<file path="src/rtl/iosys_pkg.sv">
// iosys_pkg: shared definitions for the iosys memory-side blocks.
//   - Port index constants for the RV memory arbiter (boot, cpu, dma, none).
//   - Arbiter FSM state encoding (IDLE/BUSY/DONE).
//   - Read data substituted when a downstream transfer times out.
//   - port_onehot(): maps a port index to its one-hot ready vector.
package iosys_pkg;

    localparam logic [1:0] PORT_BOOT  = 2'd0;
    localparam logic [1:0] PORT_CPU   = 2'd1;
    localparam logic [1:0] PORT_DMA   = 2'd2;
    localparam logic [1:0] GRANT_NONE = 2'd3;

    localparam logic [1:0] ST_IDLE = 2'd0;
    localparam logic [1:0] ST_BUSY = 2'd1;
    localparam logic [1:0] ST_DONE = 2'd2;

    typedef enum logic [1:0] {
        IDLE = ST_IDLE,
        BUSY = ST_BUSY,
        DONE = ST_DONE
    } arb_state_e;

    localparam logic [31:0] TIMEOUT_RDATA = 32'hDEAD_BEEF;

    // Index 3 (GRANT_NONE) maps to no ready line at all.
    function automatic logic [2:0] port_onehot(input logic [1:0] p);
        case (p)
            PORT_BOOT: return 3'b001;
            PORT_CPU:  return 3'b010;
            PORT_DMA:  return 3'b100;
            default:   return 3'b000;
        endcase
    endfunction

endpackage

</file>
<file path="src/rtl/arb_rr2.sv">
// arb_rr2: two-way round-robin picker.
// Ports:
//   clk, resetn  - clock, synchronous active-low reset
//   req[1:0]     - request lines (req[0] = cpu, req[1] = dma in the arbiter)
//   advance      - the current pick was granted; remember it as last served
//   pick         - index of the chosen request (valid when any = 1)
//   any          - at least one request is present
module arb_rr2 (
    input  logic       clk,
    input  logic       resetn,
    input  logic [1:0] req,
    input  logic       advance,
    output logic       pick,
    output logic       any
);

    // Last served index. Resets to 1 so req[0] wins the first tie.
    logic last_q;

    assign any = |req;

    always_comb begin
        if (&req) begin
            pick = ~last_q;
        end else begin
            pick = req[1];
        end
    end

    always_ff @(posedge clk) begin
        if (!resetn) begin
            last_q <= 1'b1;
        end else if (advance && any) begin
            last_q <= pick;
        end
    end

endmodule

</file>
<file path="src/rtl/rv_mem_arbiter.sv">
// rv_mem_arbiter: shares the 32-bit RV memory port among boot loader (m0),
// picorv32 core (m1) and DMA (m2). Boot has absolute priority between
// transactions; cpu and dma alternate round-robin. One transaction is
// outstanding downstream at a time.
// Ports:
//   clk, resetn                 - clock, synchronous active-low reset
//   mN_valid/addr/wdata/wstrb   - requester N command (wstrb 0 = read)
//   mN_ready/rdata              - one-cycle completion pulse + read data
//   rv_valid/addr/wdata/wstrb   - downstream command (registered)
//   rv_ready/rdata              - downstream completion + read data
//   grant                       - current/last granted port, 3 = none yet
//   timeout_err                 - sticky downstream timeout flag
//   state_o                     - FSM state (IDLE/BUSY/DONE) for observation
// Build option: MEM_ARB_TIMEOUT_EN enables the BUSY-state timeout counter;
// without it BUSY waits for rv_ready indefinitely and timeout_err is 0.
module rv_mem_arbiter
    import iosys_pkg::*;
#(
    parameter int ADDR_W  = 23,
    parameter int TIMEOUT = 1023
) (
    input  logic              clk,
    input  logic              resetn,
    input  logic              m0_valid,
    input  logic [ADDR_W-1:0] m0_addr,
    input  logic [31:0]       m0_wdata,
    input  logic [3:0]        m0_wstrb,
    output logic              m0_ready,
    output logic [31:0]       m0_rdata,
    input  logic              m1_valid,
    input  logic [ADDR_W-1:0] m1_addr,
    input  logic [31:0]       m1_wdata,
    input  logic [3:0]        m1_wstrb,
    output logic              m1_ready,
    output logic [31:0]       m1_rdata,
    input  logic              m2_valid,
    input  logic [ADDR_W-1:0] m2_addr,
    input  logic [31:0]       m2_wdata,
    input  logic [3:0]        m2_wstrb,
    output logic              m2_ready,
    output logic [31:0]       m2_rdata,
    output logic              rv_valid,
    output logic [ADDR_W-1:0] rv_addr,
    output logic [31:0]       rv_wdata,
    output logic [3:0]        rv_wstrb,
    input  logic              rv_ready,
    input  logic [31:0]       rv_rdata,
    output logic [1:0]        grant,
    output logic              timeout_err,
    output logic [1:0]        state_o
);

    arb_state_e        state_q, state_d;
    logic              rv_valid_q;
    logic [ADDR_W-1:0] addr_q;
    logic [31:0]       wdata_q;
    logic [31:0]       rdata_q;
    logic [3:0]        wstrb_q;
    logic [1:0]        grant_q;
    logic [2:0]        ready_q;

    logic              start;
    logic [1:0]        sel;
    logic              expire;
    logic              rr_pick, rr_any, rr_advance;
    logic [ADDR_W-1:0] sel_addr;
    logic [31:0]       sel_wdata;
    logic [3:0]        sel_wstrb;

    arb_rr2 u_rr (
        .clk     (clk),
        .resetn  (resetn),
        .req     ({m2_valid, m1_valid}),
        .advance (rr_advance),
        .pick    (rr_pick),
        .any     (rr_any)
    );

    // Requests are only looked at in IDLE, so a valid still held during
    // DONE for the transfer just completed cannot be granted twice.
    always_comb begin
        state_d = state_q;
        start   = 1'b0;
        sel     = PORT_BOOT;
        case (state_q)
            IDLE: begin
                if (m0_valid) begin
                    start = 1'b1;
                    sel   = PORT_BOOT;
                end else if (rr_any) begin
                    start = 1'b1;
                    sel   = rr_pick ? PORT_DMA : PORT_CPU;
                end
                if (start) begin
                    state_d = BUSY;
                end
            end
            BUSY: begin
                if (rv_ready || expire) begin
                    state_d = DONE;
                end
            end
            DONE:    state_d = IDLE;
            default: state_d = IDLE;
        endcase
    end

    // The round-robin pointer only moves on cpu/dma grants.
    assign rr_advance = start && !m0_valid;

    always_comb begin
        case (sel)
            PORT_BOOT: begin
                sel_addr  = m0_addr;
                sel_wdata = m0_wdata;
                sel_wstrb = m0_wstrb;
            end
            PORT_CPU: begin
                sel_addr  = m1_addr;
                sel_wdata = m1_wdata;
                sel_wstrb = m1_wstrb;
            end
            default: begin
                sel_addr  = m2_addr;
                sel_wdata = m2_wdata;
                sel_wstrb = m2_wstrb;
            end
        endcase
    end

    always_ff @(posedge clk) begin
        if (!resetn) begin
            state_q    <= IDLE;
            rv_valid_q <= 1'b0;
            addr_q     <= '0;
            wdata_q    <= '0;
            wstrb_q    <= '0;
            rdata_q    <= '0;
            grant_q    <= GRANT_NONE;
            ready_q    <= '0;
        end else begin
            state_q <= state_d;
            ready_q <= '0;
            if (start) begin
                rv_valid_q <= 1'b1;
                addr_q     <= sel_addr;
                wdata_q    <= sel_wdata;
                wstrb_q    <= sel_wstrb;
                grant_q    <= sel;
            end
            if (state_q == BUSY) begin
                // A response on the expiry edge still counts as success.
                if (rv_ready) begin
                    rv_valid_q <= 1'b0;
                    rdata_q    <= rv_rdata;
                    ready_q    <= port_onehot(grant_q);
                end else if (expire) begin
                    rv_valid_q <= 1'b0;
                    rdata_q    <= TIMEOUT_RDATA;
                    ready_q    <= port_onehot(grant_q);
                end
            end
        end
    end

`ifdef MEM_ARB_TIMEOUT_EN
    localparam int CNT_W = (TIMEOUT < 2) ? 1 : $clog2(TIMEOUT + 1);

    logic [CNT_W-1:0] cnt_q;
    logic             timeout_err_q;

    // cnt_q counts BUSY cycles already spent; expiry on the TIMEOUT-th one.
    assign expire = (state_q == BUSY) && !rv_ready &&
                    (cnt_q == CNT_W'(TIMEOUT - 1));

    always_ff @(posedge clk) begin
        if (!resetn) begin
            cnt_q         <= '0;
            timeout_err_q <= 1'b0;
        end else begin
            if (start) begin
                cnt_q <= '0;
            end else if (state_q == BUSY) begin
                cnt_q <= cnt_q + CNT_W'(1);
            end
            if (expire) begin
                timeout_err_q <= 1'b1;
            end
        end
    end

    assign timeout_err = timeout_err_q;
`else
    assign expire      = 1'b0;
    assign timeout_err = 1'b0;
`endif

    assign rv_valid = rv_valid_q;
    assign rv_addr  = addr_q;
    assign rv_wdata = wdata_q;
    assign rv_wstrb = wstrb_q;
    assign grant    = grant_q;
    assign m0_ready = ready_q[0];
    assign m1_ready = ready_q[1];
    assign m2_ready = ready_q[2];
    assign m0_rdata = rdata_q;
    assign m1_rdata = rdata_q;
    assign m2_rdata = rdata_q;
    assign state_o  = state_q;

endmodule

</file>
<file path="config.mk">
export PLATFORM = sky130hd
export DESIGN_NAME = rv_mem_arbiter
export DESIGN_NICKNAME = d
export VERILOG_FILES = /design/src/rtl/iosys_pkg.sv /design/src/rtl/arb_rr2.sv /design/src/rtl/rv_mem_arbiter.sv
export SDC_FILE = /design/constraint.sdc
export NUM_CORES = 1
export LEC_CHECK = 0
export ABC_CLOCK_PERIOD_IN_PS = 1600
export BUFFER_PORTS_ARGS = -buffer_cell sky130_fd_sc_hd__buf_2
export CAP_MARGIN = 20
export CORE_AREA = 2 2 145 147
export DETAILED_ROUTE_END_ITERATION = 7
export DIE_AREA = 0 0 147 149
export RECOVER_POWER = 25
export SYNTH_ARGS = -nofsm -noshare
export SYNTH_HDL_FRONTEND = slang
export SYNTH_SLANG_ARGS = --single-unit
</file>
<file path="constraint.sdc">
create_clock -name clk -period 1.6 [get_ports clk]
set_input_delay 0.32 -clock clk [delete_from_list [all_inputs] [get_ports clk]]
set_output_delay 0.32 -clock clk [all_outputs]
set_load 0.02 [all_outputs]
</file>
-- After elaboration in Yosys (flattened, before gate mapping)
Index checks and enable logic that the tools add are counted.
W data, S select, Z words.
- reductions and logical operators: 11
- eq/ne operators: 6
- muxes and demuxes: 19
- bitwise operators: 1
- operators by type and width (operator ; count):
    $pmux W32 S2 ; 1
    $pmux W23 S2 ; 1
    $mux W2 ; 6
    $pmux W3 S3 ; 1
    $mux W1 ; 8
    $pmux W4 S2 ; 1
    $eq A2 B1 Y1 const B ; 3
    $logic_not A2 Y1 ; 3
    $reduce_and A2 Y1 ; 3
    $pmux W2 S2 ; 1
    $reduce_and A3 Y1 ; 1
    $eq A2 B2 Y1 const B ; 1
    $logic_and A1 B1 Y1 ; 2
    $ne A2 B1 Y1 const B ; 1
    $ne A2 B2 Y1 const B ; 1
    $reduce_or A2 Y1 ; 1
    $logic_not A1 Y1 ; 1
    $not A1 Y1 ; 1
- register bits: 100
- output and inout bits: 164
- input port bits: 215

-- Depth between registers and ports, before layout
- word-level depth: 8
- depth in mapped cells: 7
- mapped depth without buffers: 4

-- Hierarchy
A second synthesis with hierarchy kept.
- cell total of the unflattened synthesis: 564
- area total of the unflattened synthesis: 4953.5 µm²
- by module, submodules not included (module ; area each (µm²) ; instances ; seq. area each (µm²) ; cells an instance):
    rv_mem_arbiter ; 4899.7 ; 1 ; 1981.9 ; 558
    arb_rr2 ; 53.8 ; 1 ; 20.0 ; 6

-- Worst setup path before layout
Ideal clock, no wire load.
- path type: reg2reg
- start: reg state_q[1] (netlist: state_o[1])
- end: reg wdata_q[10] (netlist: rv_wdata[10])
- path buffers: 2
- cell stages (with the launch flop): 7
- arrival time: 1.428 ns
- data required time: 1.464 ns
- library setup time: 0.136 ns
- setup slack: 0.035 ns
- cell sequence: dfxtp_1 nor3_2 nand3_1 buf_2 buf_2 o221ai_1 a31oi_1
- cells in the longest elaborated chain, start to end: 4
- elaborated cells on any way between the ends: 6
- those cells by class: eq/ne (1); mux (3); reduce/logical (2)
- RTL lines (item ; line ; source):
    start, declared ; rv_mem_arbiter.sv:53 ; arb_state_e state_q, state_d;
    start signal, assigned ; rv_mem_arbiter.sv:142 ; state_q <= state_d;
    $logic_not A2 Y1 (*) ; rv_mem_arbiter.sv:85 ; case (state_q)
    $mux W2 ; rv_mem_arbiter.sv:85 ;
    $eq A2 B1 Y1 or $logic_not A2 Y1 (tied branches) ; rv_mem_arbiter.sv:112 ; case (sel)
    $pmux W32 S2 ; rv_mem_arbiter.sv:112 ;
    end signal, assigned ; rv_mem_arbiter.sv:147 ; wdata_q <= sel_wdata;
    end, declared ; rv_mem_arbiter.sv:56 ; logic [31:0] wdata_q;
Every way passes the cells marked *; elsewhere a longest branch is shown, timed or not.
A chain may end at the register's enable or synchronous reset.

-- Worst setup path in the final report
- start: reg state_q[1] (netlist: state_o[1])
- end: reg addr_q[1] (netlist: rv_addr[1])
- cells in the longest elaborated chain, start to end: 4
- elaborated cells on any way between the ends: 6
- those cells by class: eq/ne (1); mux (3); reduce/logical (2)
- RTL lines (item ; line ; source):
    $logic_not A2 Y1 (*) ; rv_mem_arbiter.sv:85 ;
    $mux W2 ; rv_mem_arbiter.sv:85 ;
    $eq A2 B1 Y1 or $logic_not A2 Y1 (tied branches) ; rv_mem_arbiter.sv:112 ;
    $pmux W23 S2 ; rv_mem_arbiter.sv:112 ;
    end signal, assigned ; rv_mem_arbiter.sv:146 ; addr_q <= sel_addr;
    end, declared ; rv_mem_arbiter.sv:55 ; logic [ADDR_W-1:0] addr_q;
Marks and branches as above.

==> results.md <==
- Status: finished, final reports clean
- RR Startpoint: state_o[1]$_SDFFE_PN0P_
- Vias per cell: 4.59
- Register bit total from synthesis: 100
- Wirelength per Cell: 16.4 um
- Placed cell count: 1065
- Final Cycle Share: 0.952
- Mean area per synthesized cell: approximately 9 um^2
- Layout cells sized above 1: 0.455
- Post-Place Cell Area: ~6300 um^2
- Max_slew headroom: 0.601
- Critical path depth: 5
- Crit path time final: 1520 ps
- Die height: 149 um
- FP Rows: 53
- Clk buf depth: 2
- Antenna Violating Nets Remaining: 0
- Vias: about 5000
- Layout area overhead: 47.6%
- Gate Count Post-Synth: 505
- DRC: 0
- Maximum fanout along the worst path: 40
- RSZ-0062 raised after global routing: true
- Simple-gate share of the synthesized area: 0.123
- Die area: 21900 um^2
- Die X-Extent: 147 um
- Syn nets: just over 700
- Max-Cap Viols: 0
- Final Hold Slack: between 150 and 200 ps
- Core area: 20600 um^2
- Crit path max-delay family: simple AND/OR/NAND/NOR gates
- CTS Buf Count: 9
- Post-synthesis mux area share: 0
- I/O pins: ~380
- I/O Buffers: about 380
- Critical path capture point type: flop
- Synth Area in Compound Gates: 0.273
- Clock transition at path regs: 70 ps
- Final instance area: roughly 6600 um^2
- Post-DP HPWL: 13000 um
- Final Max Tran Viols: 0
- YS warnings: 0
- CTS tree: done
- Post-CTS Hold Fix Bufs: 0
- Origin of the worst min-delay path: rv_rdata[10]
- Critical Path RT: between 1500 and 2000 ps
- GRT overflow: 0
- Global-route wire length before repair: 26200 um
- Cell breakdown of the critical path: nor3_2, and3_4, buf_12, nand2_1, a31oi_1
- Number of cells on the worst hold path: 2
- Largest net degree at the start of global routing: 53
- FMAX: 656 MHz
- Adder-cell share of the synthesized area: 0
- GPL Wtd Cong: 0.755
- CP startpoint kind: flop
- Pleak: 3.22 nW
- FF-to-FF End: rv_addr[1]$_SDFFE_PN0P_
- Commonest non-fill, non-tap cell in the layout: buf_2
- Clock sink count: 100
- Total GRT Usage: 0.154
- Measured slew at the worst slew-check pin: roughly 600 ps
- CTS Root Cell: clkbuf_16
- Setup Viol. Count Final: 0
- Cell variety after synth: 25
- Initial antenna violation count: 4
- Worst-case reg-to-reg path depth: 5
- Pwr/cell area: 1070 nW/um^2
- XOR/XNOR share of the synthesized area: 0
- Worst reg2reg setup slack: 80 ps
- H-Tree Level Count: 3
- Hold worst-path end: m0_rdata[10]$_SDFFE_PN0P_
- Router iterations before antenna repair: 4
- Final core occ: 0.320
- Starting DRT DRC Count: 182
- Largest family of logic cells by synthesized area: compound AO/OA/AOI/OAI gates
- Synth Cell Area: 4460 um^2
- Max stage delay on crit path: ~350 ps
- Clk_skew: 11.3 ps
- Vias in the first global route: 4792
- Initial Util: 0.217
- Non-filler cells in the finished layout: 1087
- Final Hold Vio Count: 0
- WP buf/inv: 1
- Slowest CP cell: dfxtp_1
- Peak supply drop: 0.452 mV
- Commonest non-fill, non-tap cells in the layout: buf_2 (325), nand2_1 (119), dfxtp_1 (100)
- Final net count: 1019
- HP Class: input pin to flop
- Routed WL: 17800 um
- Sequential area share after synthesis: 0.449
- Critical path class: flop to flop
- Clock latency on the worst-skew pair: 350 ps
- CP arrival: 1790 ps
state kept, by name, summed over array words and instances (netlist names):
name         flops
u_rr.last_q      1
state_o          2
rv_wstrb         4
m0_rdata        32
ready_q          3
grant            2
rv_addr         23
rv_valid         1
rv_wdata        32
layer usage:
metal | track usage | share of wire
met5 | 0 | 0
met4 | 0.0351 | 0.0069
met3 | 0.0453 | 0.080
met2 | 0.281 | 0.51
met1 | 0.178 | 0.40
metrics by stage:
stage | setup slack (ps) | total power, W | TNS (ps)
3_5_place_dp | 0.0875 | 0.00477 | 0
4_1_cts | 43.6 | 0.00714 | 0
5_1_grt | -47.9 | 0.00741 | -1100
6_report | 76.2 | 0.00704 | 0
3_3_place_gp | -2.03 | 0.00476 | -2.03
2_1_floorplan | 35.1 | 0.00402 | 0
repair_timing:
item	CTS	global route
gates resized for setup	2	2
gates cloned	1	1
pin swaps	1	0
setup endpoints to repair	7	76
buffers inserted	0	1
cell usage after synthesis:
cell | count | area, um^2
nand2_1 | 119 | 447
dfxtp_1 | 100 | 2000
buf_4 | 65 | 488
a31oi_1 | 59 | 369
o221ai_1 | 59 | 517
a22o_1 | 32 | 280
clkbuf_1 | 32 | 120
buf_2 | 10 | 50.1
nor3_1 | 4 | 20.0
and3_1 | 3 | 18.8
nand3_1 | 3 | 15.0
a21oi_1 | 2 | 10.0
buf_6 | 2 | 22.5
nor2b_1 | 2 | 12.5
o21a_1 | 2 | 15.0
o21ai_0 | 2 | 10.0
a21boi_1 | 1 | 7.51
clkinv_1 | 1 | 3.75
conb_1 | 1 | 3.75
inv_1 | 1 | 3.75
nand2b_1 | 1 | 6.26
nor2_1 | 1 | 3.75
nor3_2 | 1 | 10.0
nor3_4 | 1 | 16.3
o211ai_1 | 1 | 7.51
power breakdown:
| group | switching (W) | internal (W) |
|---|---|---|
| Combinational | 0.00111 | 0.000707 |
| Sequential | 0.000159 | 0.00274 |
| Clock | 0.00101 | 0.00131 |
| Total | 0.00229 | 0.00475 |
layout make-up:
| cell class | count | area (um^2) |
|---|---|---|
| timing repair buffer | 396 | 2080 |
| multi-input combinational | 295 | 1830 |
| clock buffer | 11 | 253 |
| antenna | 4 | 10.0 |
| tap | 275 | 344 |
| fill | 2252 | 14000 |
| sequential | 100 | 2000 |
| clock inverter | 4 | 56.3 |
| inverter | 2 | 7.51 |
worst max-delay path by stage:
stage | from | to | slack, ps
global placement | m0_valid | rv_addr[1]$_SDFFE_PN0P_ | -2
detailed placement | m2_valid | rv_addr[19]$_SDFFE_PN0P_ | 0.09
global route | state_o[0]$_SDFFE_PN0P_ | m0_rdata[21]$_SDFFE_PN0P_ | -50
floorplan | state_o[1]$_SDFFE_PN0P_ | rv_wdata[10]$_SDFFE_PN0P_ | 40
finish | state_o[1]$_SDFFE_PN0P_ | rv_addr[1]$_SDFFE_PN0P_ | 80
CTS | state_o[0]$_SDFFE_PN0P_ | m0_rdata[29]$_SDFFE_PN0P_ | 40
logic make-up after synthesis:
group | Yosys count
DFF | 100
other | 1
and+or+nand+nor | 135
AOI/OAI and AO/OA | 158
buffers and inverters | 111
worst reg2reg max path, stage by stage (launching register included):
cell and delay, ps:
dfxtp_1 350, nor3_2 310, and3_4 290, buf_12 210, nand2_1 110, a31oi_1 170
Note: power is estimated with default switching activity, not from simulation.
